==> src/rtl/reg_rr_arbiter.sv <==
// Round-robin arbiter sharing one register-bus slave among NoPorts masters.
// The grant is held for a whole transaction, and a watchdog aborts slaves that stall.

package reg_rr_arbiter_pkg;

  // Default bus types, sized for AW=32 and DW=32.
  typedef struct packed {
    logic [31:0] addr;
    logic        write;
    logic [31:0] wdata;
    logic [3:0]  wstrb;
    logic        valid;
  } req_t;

  typedef struct packed {
    logic [31:0] rdata;
    logic        error;
    logic        ready;
  } rsp_t;

endpackage

module reg_rr_arbiter #(
  parameter int unsigned NoPorts       = 2,
  parameter int unsigned AW            = 32,
  parameter int unsigned DW            = 32,
  parameter int unsigned TimeoutCycles = 256,
  parameter type         req_t         = reg_rr_arbiter_pkg::req_t,
  parameter type         rsp_t         = reg_rr_arbiter_pkg::rsp_t
) (
  input  logic                       clk_i,
  input  logic                       rst_i,
  input  req_t [NoPorts-1:0]         in_req_i,
  output rsp_t [NoPorts-1:0]         in_rsp_o,
  output req_t                       out_req_o,
  input  rsp_t                       out_rsp_i,
  output logic [$clog2(NoPorts)-1:0] grant_o,
  output logic                       busy_o,
  output logic                       timeout_o
);

  localparam int unsigned IdxW = $clog2(NoPorts);
  localparam int unsigned CntW = (TimeoutCycles > 0) ? $clog2(TimeoutCycles + 1) : 1;

  if (NoPorts < 2) begin : g_bad_ports
    $error("reg_rr_arbiter needs at least two ports");
  end
  if ($bits(req_t) != AW + 1 + DW + DW / 8 + 1 || $bits(rsp_t) != DW + 2) begin : g_bad_types
    $error("reg_rr_arbiter bus types do not match AW/DW");
  end

  typedef enum logic {
    IDLE,
    BUSY
  } state_e;

  state_e            state_q, state_d;
  logic [IdxW-1:0]   gnt_q, gnt_d;
  logic [IdxW-1:0]   rr_q, rr_d;
  logic [CntW-1:0]   cnt_q, cnt_d;

  logic              found;
  logic [IdxW-1:0]   winner;
  logic [IdxW-1:0]   gnt_inc;
  logic              abort;

  if (TimeoutCycles > 0) begin : g_wdog
    assign abort = (cnt_q == CntW'(TimeoutCycles - 1));
  end else begin : g_no_wdog
    assign abort = 1'b0;
  end

  assign gnt_inc = (gnt_q == IdxW'(NoPorts - 1)) ? '0 : gnt_q + IdxW'(1);

  // Search starts at rr_q and wraps, so the last served master has lowest priority.
  always_comb begin
    found  = 1'b0;
    winner = rr_q;
    for (int k = 0; k < NoPorts; k++) begin
      if (!found && in_req_i[(int'(rr_q) + k) % NoPorts].valid) begin
        found  = 1'b1;
        winner = IdxW'((int'(rr_q) + k) % NoPorts);
      end
    end
  end

  // NOTE: every output and next-state signal gets a default first, so no path can infer a latch.
  always_comb begin
    state_d   = state_q;
    gnt_d     = gnt_q;
    rr_d      = rr_q;
    cnt_d     = cnt_q;
    out_req_o = '0;
    in_rsp_o  = '0;
    busy_o    = 1'b0;
    timeout_o = 1'b0;
    grant_o   = gnt_q;

    if (!rst_i) begin
      unique case (state_q)
        IDLE: begin
          if (found) begin
            gnt_d   = winner;
            cnt_d   = '0;
            state_d = BUSY;
          end
        end
        BUSY: begin
          busy_o           = 1'b1;
          out_req_o        = in_req_i[gnt_q];
          in_rsp_o[gnt_q]  = out_rsp_i;
          if (out_rsp_i.ready) begin
            state_d = IDLE;
            rr_d    = gnt_inc;
          end else if (!in_req_i[gnt_q].valid) begin
            // Master abandoned the transaction: release without a response or pointer move.
            state_d = IDLE;
          end else if (abort) begin
            out_req_o.valid       = 1'b0;
            in_rsp_o[gnt_q].ready = 1'b1;
            in_rsp_o[gnt_q].error = 1'b1;
            in_rsp_o[gnt_q].rdata = '0;
            timeout_o             = 1'b1;
            state_d               = IDLE;
            rr_d                  = gnt_inc;
          end else if (TimeoutCycles > 0) begin
            cnt_d = cnt_q + CntW'(1);
          end
        end
        default: state_d = IDLE;
      endcase
    end
  end

  // NOTE: state registers use non-blocking assignments so all flops update together at the edge.
  always_ff @(posedge clk_i) begin
    if (rst_i) begin
      state_q <= IDLE;
      gnt_q   <= '0;
      rr_q    <= '0;
      cnt_q   <= '0;
    end else begin
      state_q <= state_d;
      gnt_q   <= gnt_d;
      rr_q    <= rr_d;
      cnt_q   <= cnt_d;
    end
  end

endmodule

==> config.mk <==
export PLATFORM = sky130hd
export DESIGN_NAME = reg_rr_arbiter
export DESIGN_NICKNAME = d
export VERILOG_FILES = /design/src/rtl/reg_rr_arbiter.sv
export SDC_FILE = /design/constraint.sdc
export NUM_CORES = 1
export LEC_CHECK = 0
export CORE_AREA = 3 3 122 124
export CTS_BUF_LIST = sky130_fd_sc_hd__clkbuf_8
export CTS_CLUSTER_DIAMETER = 100
export DETAILED_ROUTE_END_ITERATION = 16
export DIE_AREA = 0 0 125 127
export PLACE_DENSITY = 0.68
export SLEW_MARGIN = 20
export SYNTH_ARGS = -nofsm -noshare
export SYNTH_HDL_FRONTEND = slang
export SYNTH_SLANG_ARGS = --single-unit
==> constraint.sdc <==
create_clock -name clk_i -period 4.99 [get_ports clk_i]
set_clock_uncertainty 0.2 [all_clocks]
set_input_delay 0.7485 -clock clk_i [delete_from_list [all_inputs] [get_ports clk_i]]
set_output_delay 0.7485 -clock clk_i [all_outputs]
set_load 0.02 [all_outputs]
==> flow_metrics.env <==
export IMPL_status="completed"
export IMPL_fin_crit_sh_pct=81.0
export IMPL_cts_tree="built"
export IMPL_finalCriticalPeriod_ns=4.04
export IMPL_gp_congestion=0.931
export IMPL_clk_insertion_delay_late_ns=0.24
export IMPL_ctsHoldBuffers=0
export IMPL_setup_tns_final_ns=0
export IMPL_synth_common_cells="mux2i_1 (74), nor2_1 (72), and2_1 (64)"
export IMPL_dp_hpwl_um=10900
export IMPL_setup_viol=0
export IMPL_row_count=43
export IMPL_grt_first_pass_wirelength_um=19100
export IMPL_vias=3411
export IMPL_cp_max_fo=32
export IMPL_startpoint_type="input pin"
export IMPL_slew_violations=0
export IMPL_cp_required_ns=4.04
export IMPL_tightest_slew_ns=0.919
export IMPL_place_port_buffers=316
export IMPL_io_pins=317
export IMPL_die_w_um=125
export IMPL_cts_repair_resized=0
export IMPL_fp_dieArea_um2=15900
export IMPL_nets=793
export IMPL_syn_area_um2=2210
export IMPL_syn_inst=317
export IMPL_grt_max_degree=75
export IMPL_first_global_vias=3523
export IMPL_drtPass1Iterations=5
export IMPL_vias_per_cell=4.30
export IMPL_maxCapViolCount=0
export IMPL_die_y_um=127
export IMPL_ys_types=31
export IMPL_cp_arrival_ns=3.09
export IMPL_hold_viol=0
export IMPL_wire_per_inst_um=16.1
export IMPL_cts_made_buffers=3
export IMPL_synthesis_nets=496
export IMPL_grt_overflow_total=0
export IMPL_synth_most_common_cell="mux2i_1"
export IMPL_setup_ws_ns=0.949
export IMPL_drt_iter0_drc=85
export IMPL_synth_async_reset_ratio_pct=0
export IMPL_ys_seq_area_share_pct=10.9
export IMPL_yosys_warnings=0
export IMPL_drc=0
export IMPL_track_usage_pct=14.7
export IMPL_ant_nets=0
export IMPL_crit_type="input pin to output port"
export IMPL_clock_sinks=12
export IMPL_synth_area_leaders="mux2i_1 (34%), and2_1 (18%), nor2_1 (12%), dfxtp_1 (11%), a21oi_1 (2.7%)"
export IMPL_cts_buffer_depth=2
export IMPL_synth_edf_count=0
export IMPL_slew_headroom_pct=37.0
export IMPL_leakage_uw=0.00195
export IMPL_syn_avg_cell_area_um2=6.96
export IMPL_synth_seq_cells=12
export IMPL_core_um2=13900
export IMPL_cts_root_buf="clkbuf_8"
export IMPL_start_util_pct=15.9
export IMPL_ys_flop_type="dfxtp_1"
export IMPL_final_core_util_pct=40.1
export IMPL_path_clk_slew_ns=0.05
export IMPL_yosysTopAreaCell="mux2i_1"
export IMPL_syn_to_final_growth_pct=153
export IMPL_hold_class="flop to flop"
export IMPL_clock_fmax_mhz=247
export IMPL_worstSetupEndpointType="output port"
export IMPL_htree_levels=1
export IMPL_pre_cts_slack_ns=0.934
export IMPL_peakVddDrop_mv=0.0984
export IMPL_power_density_cell_area_nw_per_um2=109
export IMPL_post_cts_buffers=0
export IMPL_antenna_found_initial=1
export IMPL_routed_wl_um=12800
export IMPL_drive_gt1_share_pct=2.12
export IMPL_rsz0062_at_grt="no"
export IMPL_synth_top_area_share_pct=33.6
==> layer usage <==
metal  track usage, %  share of wire [%]  vias up
met4             2.17               0.92        0
met5                0                  0        -
li1                 -                  -     1665
met2             29.5                 54      214
met3             2.93                7.9        8
met1             16.2                 37     1524
==> sequential cells by signal (all words and copies together), names as in the netlist <==
signal / cells
rr_q: 1
cnt_q: 9
grant_o: 1
state_q: 1
==> through the flow <==
stage                     std cells  area [µm²]  hold WS (ns)  power [µW]
final                           794        5570         0.273         606
after global routing            794        5570         0.319         643
after CTS                       793        5570         0.279         611
after detailed placement        789        5520         0.271         505
after global placement          789        5520         0.259         500
after floorplan                 317        2210         0.250         264
==> logic make-up after synthesis <==
group | after synthesis | synth area share (%)
AO/OA/AOI/OAI | 25 | 7.71
adder cells (fa/ha/maj) | 3 | 1.70
buffers and inverters | 35 | 6.75
flip-flops | 12 | 10.9
multiplexers | 75 | 34.1
AND/OR/NAND/NOR | 167 | 38.9
==> critical path, cell delays in order <==
cell and delay (ns):
clkdlybuf4s50_1 0.53, mux2_2 0.37, a31oi_4 0.59, and2_1 0.23
clkdlybuf4s50_1 0.61
==> final timing paths <==
kind | start | end | slack [ns] | cells after the start
setup / recovery | in_req_i[0] | in_rsp_o[65] | 0.95 | 5
hold / removal | cnt_q[8] | cnt_q[8] | 0.27 | 2
setup reg to reg | cnt_q[0] | cnt_q[3] | 2.61 | 7
hold reg to reg | cnt_q[8] | cnt_q[8] | 0.27 | 2
==> power by group <==
group	switching (µW)	total, µW	leakage, µW	internal (µW)
Clock	36.0	106	0.0000288	69.7
Combinational	157	392	0.00182	235
Sequential	10.8	109	0.0000980	98.0
==> placed cells by master, fill, tap and decap left out, drive strengths merged <==
cell type,instances
a211oi,1
a21oi,12
a311oi,1
a31oi,2
and2,64
buf,3
clkbuf,4
clkdlybuf4s50,316
dfxtp,12
diode,1
ha,3
inv,8
mux2,1
mux2i,74
nand2,5
nand2b,3
nand3,7
nand3b,2
nand4,1
nand4bb,1
nor2,72
nor3,3
nor4,1
o211ai,1
o21ai,3
o21bai,1
o31ai,4
or3,3
or3b,1
or4,4
==> final cells by class <==
type,count,area [µm²]
Sequential cell,12,244
Timing Repair Buffer,319,3190
Fill cell,1366,8310
Tap cell,180,225
Multi-Input combinational cell,270,1830
Inverter,8,30.0
Antenna cell,1,2.50
Clock buffer,4,55.1
Power figures use the tool's default switching activity.
